[config.mk]
export PLATFORM = sky130hd
export DESIGN_NAME = dbg_bus_master
export DESIGN_NICKNAME = d
export VERILOG_FILES = /design/src/rtl/dbg_bus_master.sv
export SDC_FILE = /design/constraint.sdc
export NUM_CORES = 1
export LEC_CHECK = 0
export CORE_MARGIN = 2
export CORE_UTILIZATION = 51
export CTS_CLUSTER_SIZE = 25
export DETAILED_ROUTE_END_ITERATION = 8
export PLACE_DENSITY = 0.79
export SKIP_CTS_REPAIR_TIMING = 1
export SYNTH_ARGS = -nofsm -noshare
export SYNTH_HDL_FRONTEND = slang
export SYNTH_SLANG_ARGS = --single-unit
[constraint.sdc]
create_clock -name clk -period 5 [get_ports clk]
set_clock_uncertainty 0.1 [all_clocks]
set_input_delay 1 -clock clk [delete_from_list [all_inputs] [get_ports clk]]
set_output_delay 1 -clock clk [all_outputs]
set_load 0.1 [all_outputs]
[src/rtl/dbg_bus_master.sv]
// Byte-stream bus initiator: parses 'W'/'R' commands from UART bytes, wins the bridge from the CPU, returns read data.
// Optional macro DBG_WRITE_ACK_EN: writes answer with a single 'K' byte.
module dbg_bus_master #(
    parameter int unsigned TIMEOUT_CYCLES = 1000000,
    parameter logic [7:0]  CMD_WRITE      = 8'h57,
    parameter logic [7:0]  CMD_READ       = 8'h52
) (
    input  logic        clk,
    input  logic        reset,
    input  logic [7:0]  rx_data,
    input  logic        rx_valid,
    output logic [7:0]  tx_data,
    output logic        tx_valid,
    input  logic        tx_ready,
    output logic        bus_req,
    input  logic        bus_gnt,
    output logic [31:0] dev_addr,
    output logic [31:0] dev_wdata,
    output logic        dev_we,
    input  logic [31:0] dev_rdata,
    output logic        busy,
    output logic        overrun
);

    typedef enum logic [2:0] {IDLE, ADDR, DATA, REQ, ACCESS, RESP} state_t;

    localparam int unsigned   TW    = (TIMEOUT_CYCLES > 1) ? $clog2(TIMEOUT_CYCLES) : 1;
    localparam logic [TW-1:0] TLAST = TW'((TIMEOUT_CYCLES > 0) ? TIMEOUT_CYCLES - 1 : 0);

    state_t        r_state;
    state_t        w_nextState;
    logic          r_isWrite;
    logic [1:0]    r_byteCnt;
    logic [1:0]    r_txIdx;
    logic [31:0]   r_addr;
    logic [31:0]   r_wdata;
    logic [31:0]   r_rdata;
    logic [TW-1:0] r_timer;
    logic          r_overrun;

    logic w_isCmd;
    logic w_collecting;
    logic w_timeout;
    logic w_txFire;
    logic w_lastTx;
    logic w_busOwned;

    assign w_isCmd      = (rx_data == CMD_WRITE) || (rx_data == CMD_READ);
    assign w_collecting = (r_state == ADDR) || (r_state == DATA);
    // A byte arriving in the expiring cycle takes priority over the timeout.
    assign w_timeout    = (TIMEOUT_CYCLES != 0) && w_collecting && !rx_valid && (r_timer == TLAST);
    assign w_txFire     = (r_state == RESP) && tx_ready;
    assign w_lastTx     = r_isWrite || (r_txIdx == 2'd3);
    assign w_busOwned   = (r_state == REQ) || (r_state == ACCESS) || (r_state == RESP);

    always_ff @(posedge clk or posedge reset) begin
        if (reset) begin
            r_state <= IDLE;
        end else begin
            r_state <= w_nextState;
        end
    end

    always_comb begin
        w_nextState = r_state;
        case (r_state)
            IDLE: begin
                if (rx_valid && w_isCmd) w_nextState = ADDR;
            end
            ADDR: begin
                if (rx_valid && r_byteCnt == 2'd3) w_nextState = r_isWrite ? DATA : REQ;
                else if (w_timeout)                w_nextState = IDLE;
            end
            DATA: begin
                if (rx_valid && r_byteCnt == 2'd3) w_nextState = REQ;
                else if (w_timeout)                w_nextState = IDLE;
            end
            REQ: begin
                if (bus_gnt) w_nextState = ACCESS;
            end
            ACCESS: begin
`ifdef DBG_WRITE_ACK_EN
                w_nextState = RESP;
`else
                w_nextState = r_isWrite ? IDLE : RESP;
`endif
            end
            RESP: begin
                if (w_txFire && w_lastTx) w_nextState = IDLE;
            end
            default: w_nextState = IDLE;
        endcase
    end

    always_ff @(posedge clk or posedge reset) begin
        if (reset) begin
            r_isWrite <= 1'b0;
            r_byteCnt <= 2'd0;
            r_txIdx   <= 2'd0;
            r_addr    <= 32'd0;
            r_wdata   <= 32'd0;
            r_rdata   <= 32'd0;
            r_timer   <= '0;
            r_overrun <= 1'b0;
        end else begin
            case (r_state)
                IDLE: begin
                    if (rx_valid && w_isCmd) begin
                        r_isWrite <= (rx_data == CMD_WRITE);
                        r_byteCnt <= 2'd0;
                        r_timer   <= '0;
                    end
                end
                ADDR, DATA: begin
                    if (rx_valid) begin
                        if (r_state == ADDR) r_addr  <= {r_addr[23:0], rx_data};
                        else                 r_wdata <= {r_wdata[23:0], rx_data};
                        r_byteCnt <= r_byteCnt + 2'd1;
                        r_timer   <= '0;
                    end else begin
                        r_timer <= r_timer + 1'b1;
                    end
                end
                ACCESS: begin
                    if (!r_isWrite) r_rdata <= dev_rdata;
                    r_txIdx <= 2'd0;
                end
                RESP: begin
                    if (w_txFire) r_txIdx <= r_txIdx + 2'd1;
                end
                default: ;
            endcase
            if (rx_valid && w_busOwned) r_overrun <= 1'b1;
        end
    end

    always_comb begin
        bus_req  = 1'b0;
        dev_we   = 1'b0;
        tx_valid = 1'b0;
        tx_data  = 8'h00;
        case (r_state)
            REQ: bus_req = 1'b1;
            ACCESS: begin
                bus_req = 1'b1;
                dev_we  = r_isWrite;
            end
            RESP: begin
                tx_valid = 1'b1;
                case (r_txIdx)
                    2'd0:    tx_data = r_rdata[31:24];
                    2'd1:    tx_data = r_rdata[23:16];
                    2'd2:    tx_data = r_rdata[15:8];
                    default: tx_data = r_rdata[7:0];
                endcase
`ifdef DBG_WRITE_ACK_EN
                if (r_isWrite) tx_data = 8'h4B;
`endif
            end
            default: ;
        endcase
    end

    assign busy      = (r_state != IDLE);
    assign overrun   = r_overrun;
    assign dev_addr  = {r_addr[31:2], 2'b00};
    assign dev_wdata = r_wdata;

endmodule

# Yosys cells after proc, flatten, opt, wreduce, memory -nomap -nowiden

Cells that the tools add are included.

Register bits after elaboration: 125
Latch bits: 0
RAM bits: 0
Bits in read-only memories: 0
Input bits: 45
Memories: 0

$add $sub $neg: 3
Multiply operators: 0
Div/mod/pow operators: 0
$lt $le $gt $ge: 0
Equality and inequality tests: 17
Shift-type cells: 0
Mux-type cells: 22
Bitwise gates (word level): 2
Reductions and logical operators: 28

Operators by type and width:

| cell                                                            | count |
|---|---|
| 20-bit two-way mux                                              | 2 |
| 20-bit case mux with 2 select lines                             | 1 |
| 8-bit case mux with 3 select lines                              | 1 |
| 3-bit two-way mux                                               | 7 |
| 20-bit by 1-bit adder with 20-bit output, second input constant | 1 |
| 20-bit == test, second input constant                           | 1 |
| 3-bit case mux with 6 select lines                              | 1 |
| 8-bit by 7-bit == test with 1-bit output, second input constant | 2 |
| 3-bit AND reduction                                             | 4 |
| 8-bit two-way mux                                               | 1 |
| 2-bit inequality test, second input constant                    | 4 |
| 2-bit case mux with 2 select lines                              | 2 |
| 2-bit AND reduction                                             | 4 |
| 1-bit logical AND                                               | 7 |
| 2-bit == test, second input constant                            | 3 |
| 3-bit by 2-bit == test with 1-bit output, second input constant | 2 |
| 3-bit == test, second input constant                            | 2 |
| 2-bit two-way mux                                               | 3 |
| 1-bit logical OR                                                | 5 |
| 2-bit by 1-bit adder with 2-bit output, second input constant   | 2 |
| 1-bit two-way mux                                               | 4 |
| 2-bit nonzero test                                              | 2 |
| 2-bit OR reduction                                              | 2 |
| 3-bit by 1-bit == test with 1-bit output, second input constant | 1 |
| other kinds (7)                                                 | 8 |

# Depth between registers and ports, before layout

Depth in word-level cells: 7
Mapped depth: 7
Depth with buffers taken out: 6

# Worst setup path before layout

No wires, ideal clock.

Path kind: register to output
Start point: register r_state[1]
End point: output bus_req
Data arrival time: 2.884 ns
Required time: 3.900 ns
Setup slack: 1.016 ns
Cell stages (with the launch flop): 4
Path through: dfrtp_1 -> clkbuf_1 -> nand2b_1 -> o21ai_0

Word-level cells in the longest chain between the ends: 3

Ends and longest elaborated chain:

| item                                                                      | line | RTL |
|---|---|---|
| start: declaration                                                        | 30   | `state_t r_state;` |
| start signal: assignment                                                  | 60   | `r_state <= w_nextState;` |
| 3-bit by 2-bit == test with 1-bit output or 3-bit == test (tied branches) | 142  | `case (r_state)` |
| 2-bit OR reduction (no source line) (*)                                   | --   |  |
| 1-bit two-way mux (*)                                                     | 142  |  |
| end: declaration                                                          | 15   | `output logic bus_req,` |

Every way passes the cells marked *; elsewhere a longest branch is shown, timed or not.

# Worst setup path in the final report

Start point: register r_state[2]
End point: output tx_data[6]

Word-level cells in the longest chain between the ends: 2

Ends and longest elaborated chain:

| item              | line | RTL |
|---|---|---|
| 3-bit == test     | 142  |  |
| 8-bit two-way mux | 142  |  |
| end: declaration  | 12   | `output logic [7:0] tx_data,` |

Every way passes these cells.

==> impl_metrics.ini <==
[die]
pin_count = 122
core_area_um2 = 10900
die_h_um = 110
num_rows = 38
die-width_um = 110
initial_utilization_pct = 52.6
die_area_um2 = 12100

[timing]
slew_viol_final = 0
hold_violations = 0
worst_pin_slew_ns = 1.09
rsz0062_at_grt = false
fin_crit_sh_pct = 85.6
setup_viol = 0
final.min_clock_period_ns = 4.28
fin_tns_setup_ns = 0
relSlewSlack_pct = 27.5
fmax_mhz = 234

[final_layout]
antennaDiodeCount = 0
final_common_cell = dfrtp_1
final_layout_size_suffix_gt1_share_pct = 23.7
final_cell_mix = dfrtp_1 (125), clkdlybuf4s50_1 (119), mux2_2 (89)
nets = 610
area_growth_pct = 29.3
fin_area_um2 = 7400

[synth]
ys_warn_count = 0
synth-edff-count = 0
synth_ff_type = dfrtp_1
synthesis.area_um2 = 5730
seq_area_frac_synth_pct = 54.6
syn_area_per_cell_um2 = 12.2
synthArstFlopShare_pct = 100
synthDistinctLibCells = 48
postSynthCellCount = 468
ys_seq_elements = 125

[pwr]
vdd_ir_drop_max_v = 0.000607
p_leak_nw = 3.32
power.density_nw_per_um2 = 614

[clocking]
clk_latency_ns = 0.51
cts_max_level = 4
cts_tree = built
cts.sinks = 125
clockRootBuffer = clkbuf_8
clkTransAtPathRegs_ns = 0.06
cts_buffers = 17
cts_buffer_depth = 2

[routing]
viasPerCell = 5.56
routed_wl_um = 12600
drcViolationCount = 0
ant_nets = 0
wire_per_inst_um = 17.8
drtIter0Drc = 308
firstDrtPassIters = 4
vias = 3945

[grt]
overflow = 0
antenna_found_initial = 0
grt_max_degree = 90
grt_pass1_vias = 4115
grt_usage_pct = 22.4
grt_first_pass_wirelength_um = 20500

[placement]
hpwl_um = 8380
gp_congestion = 0.792
io_buffer_count = 119
place_area_um2 = 6820

[flow_run]
maxCapViolations = 0

[setup_path]
cp_max_fo = 14
cp-start-kind = register
critical_path_class = register to output port
required_ns = 3.90
end_kind = output port
arrival_ns = 3.18

[run_status]
status = complete, no violations

[hold_path]
hold_class = register to register
[stage by stage]
step	power [mW]	cells	utilization, %	hold WS (ns)	worst slack, ns
finish	4.55	710	68.0	0.379	0.720
CTS	4.58	710	68.0	0.382	0.705
detailed placement	3.35	679	62.6	0.367	1.15
floorplan	3.05	469	-	0.343	0.572
global route	4.73	710	68.0	0.417	0.505
global placement	3.31	679	62.6	0.363	1.23
[where the power goes]
group | internal (mW) | total, mW | switching (mW)
Combinational | 0.523 | 1.93 | 1.41
Clock | 0.780 | 1.21 | 0.431
Sequential | 1.23 | 1.40 | 0.172
Total | 2.54 | 4.55 | 2.01
[cells in the mapped netlist (2+ instances only)]
master | count | share of area, %
nand3_1 | 6 | 0.52
dfrtp_1 | 125 | 55
mux2_2 | 89 | 18
a222oi_1 | 8 | 1.4
o211ai_1 | 6 | 0.79
a21o_1 | 2 | 0.26
o21ai_0 | 18 | 1.6
mux2_1 | 10 | 2.0
buf_2 | 6 | 0.52
o22ai_1 | 2 | 0.22
xor2_1 | 7 | 1.1
nand2b_1 | 3 | 0.33
clkbuf_1 | 14 | 0.92
ha_1 | 7 | 1.5
o2111ai_1 | 2 | 0.31
nor4_1 | 3 | 0.33
or4_1 | 6 | 0.79
inv_1 | 7 | 0.46
nor2_1 | 29 | 1.9
nor3_1 | 4 | 0.35
buf_4 | 32 | 4.2
o31ai_1 | 2 | 0.26
nand2_1 | 26 | 1.7
a21oi_1 | 19 | 1.7
and3_1 | 5 | 0.55
nor2b_1 | 3 | 0.33
or3_1 | 6 | 0.66
[worst paths after layout]
| path | startpoint | end | slack, ns | cells past startpoint |
|---|---|---|---|---|
| worst max-delay path | r_state[2] | tx_data[6] | 0.72 | 4 |
| worst min-delay path | r_byteCnt[1] | r_byteCnt[1] | 0.38 | 2 |
| worst max register to register | r_state[0] | r_timer[19] | 2.21 | 5 |
| worst min register to register | r_byteCnt[1] | r_byteCnt[1] | 0.38 | 2 |
| max in group asynchronous | reset | r_rdata[13] | 2.80 | 3 |
| min in group asynchronous | reset | r_addr[27] | 1.02 | 2 |
[layout make-up]
class,instances,area (µm²)
Clock buffer,20,445
Sequential cell,125,3130
Tap cell,140,175
Inverter,7,28.8
Clock inverter,11,141
Multi-Input combinational cell,283,2250
Fill cell,844,3490
Timing Repair Buffer,124,1230
[cells by family (layout without fill, tap and decap cells)]
group	Yosys count	after routing	share of synthesized area, %
DFF	125	125	54.6
other	1	2	0.0655
buffers and inverters	61	162	6.36
and+or+nand+nor	102	102	9.26
muxes	100	100	19.6
adders and majority gates	7	7	1.53
AOI/OAI and AO/OA	64	64	7.30
xor gates and xnor gates	8	8	1.22
[routing by layer]
layer  up-vias  global-route usage (%)  part of all wire [%]
li1       1823                       -                     -
met1      1978                    28.6                    42
met2       125                    34.9                    49
met4         0                    7.96                   2.1
met3        19                    8.48                   7.0
met5         -                       0                     0
[state kept, by name, indices dropped and copies added, names as in the netlist]
signal and cells:
r_byteCnt 2, r_rdata 32, r_addr 32, r_state 3
overrun 1, r_timer 20, r_isWrite 1, dev_wdata 32
r_txIdx 2
[worst max-delay path, stage by stage, from the launching register on]
cell and delay, ns:
dfrtp_1 0.60, nor2b_1 0.40, nand2_1 0.30, nor2_1 0.22
clkdlybuf4s50_1 1.15
(Power assumes the default switching activity.)
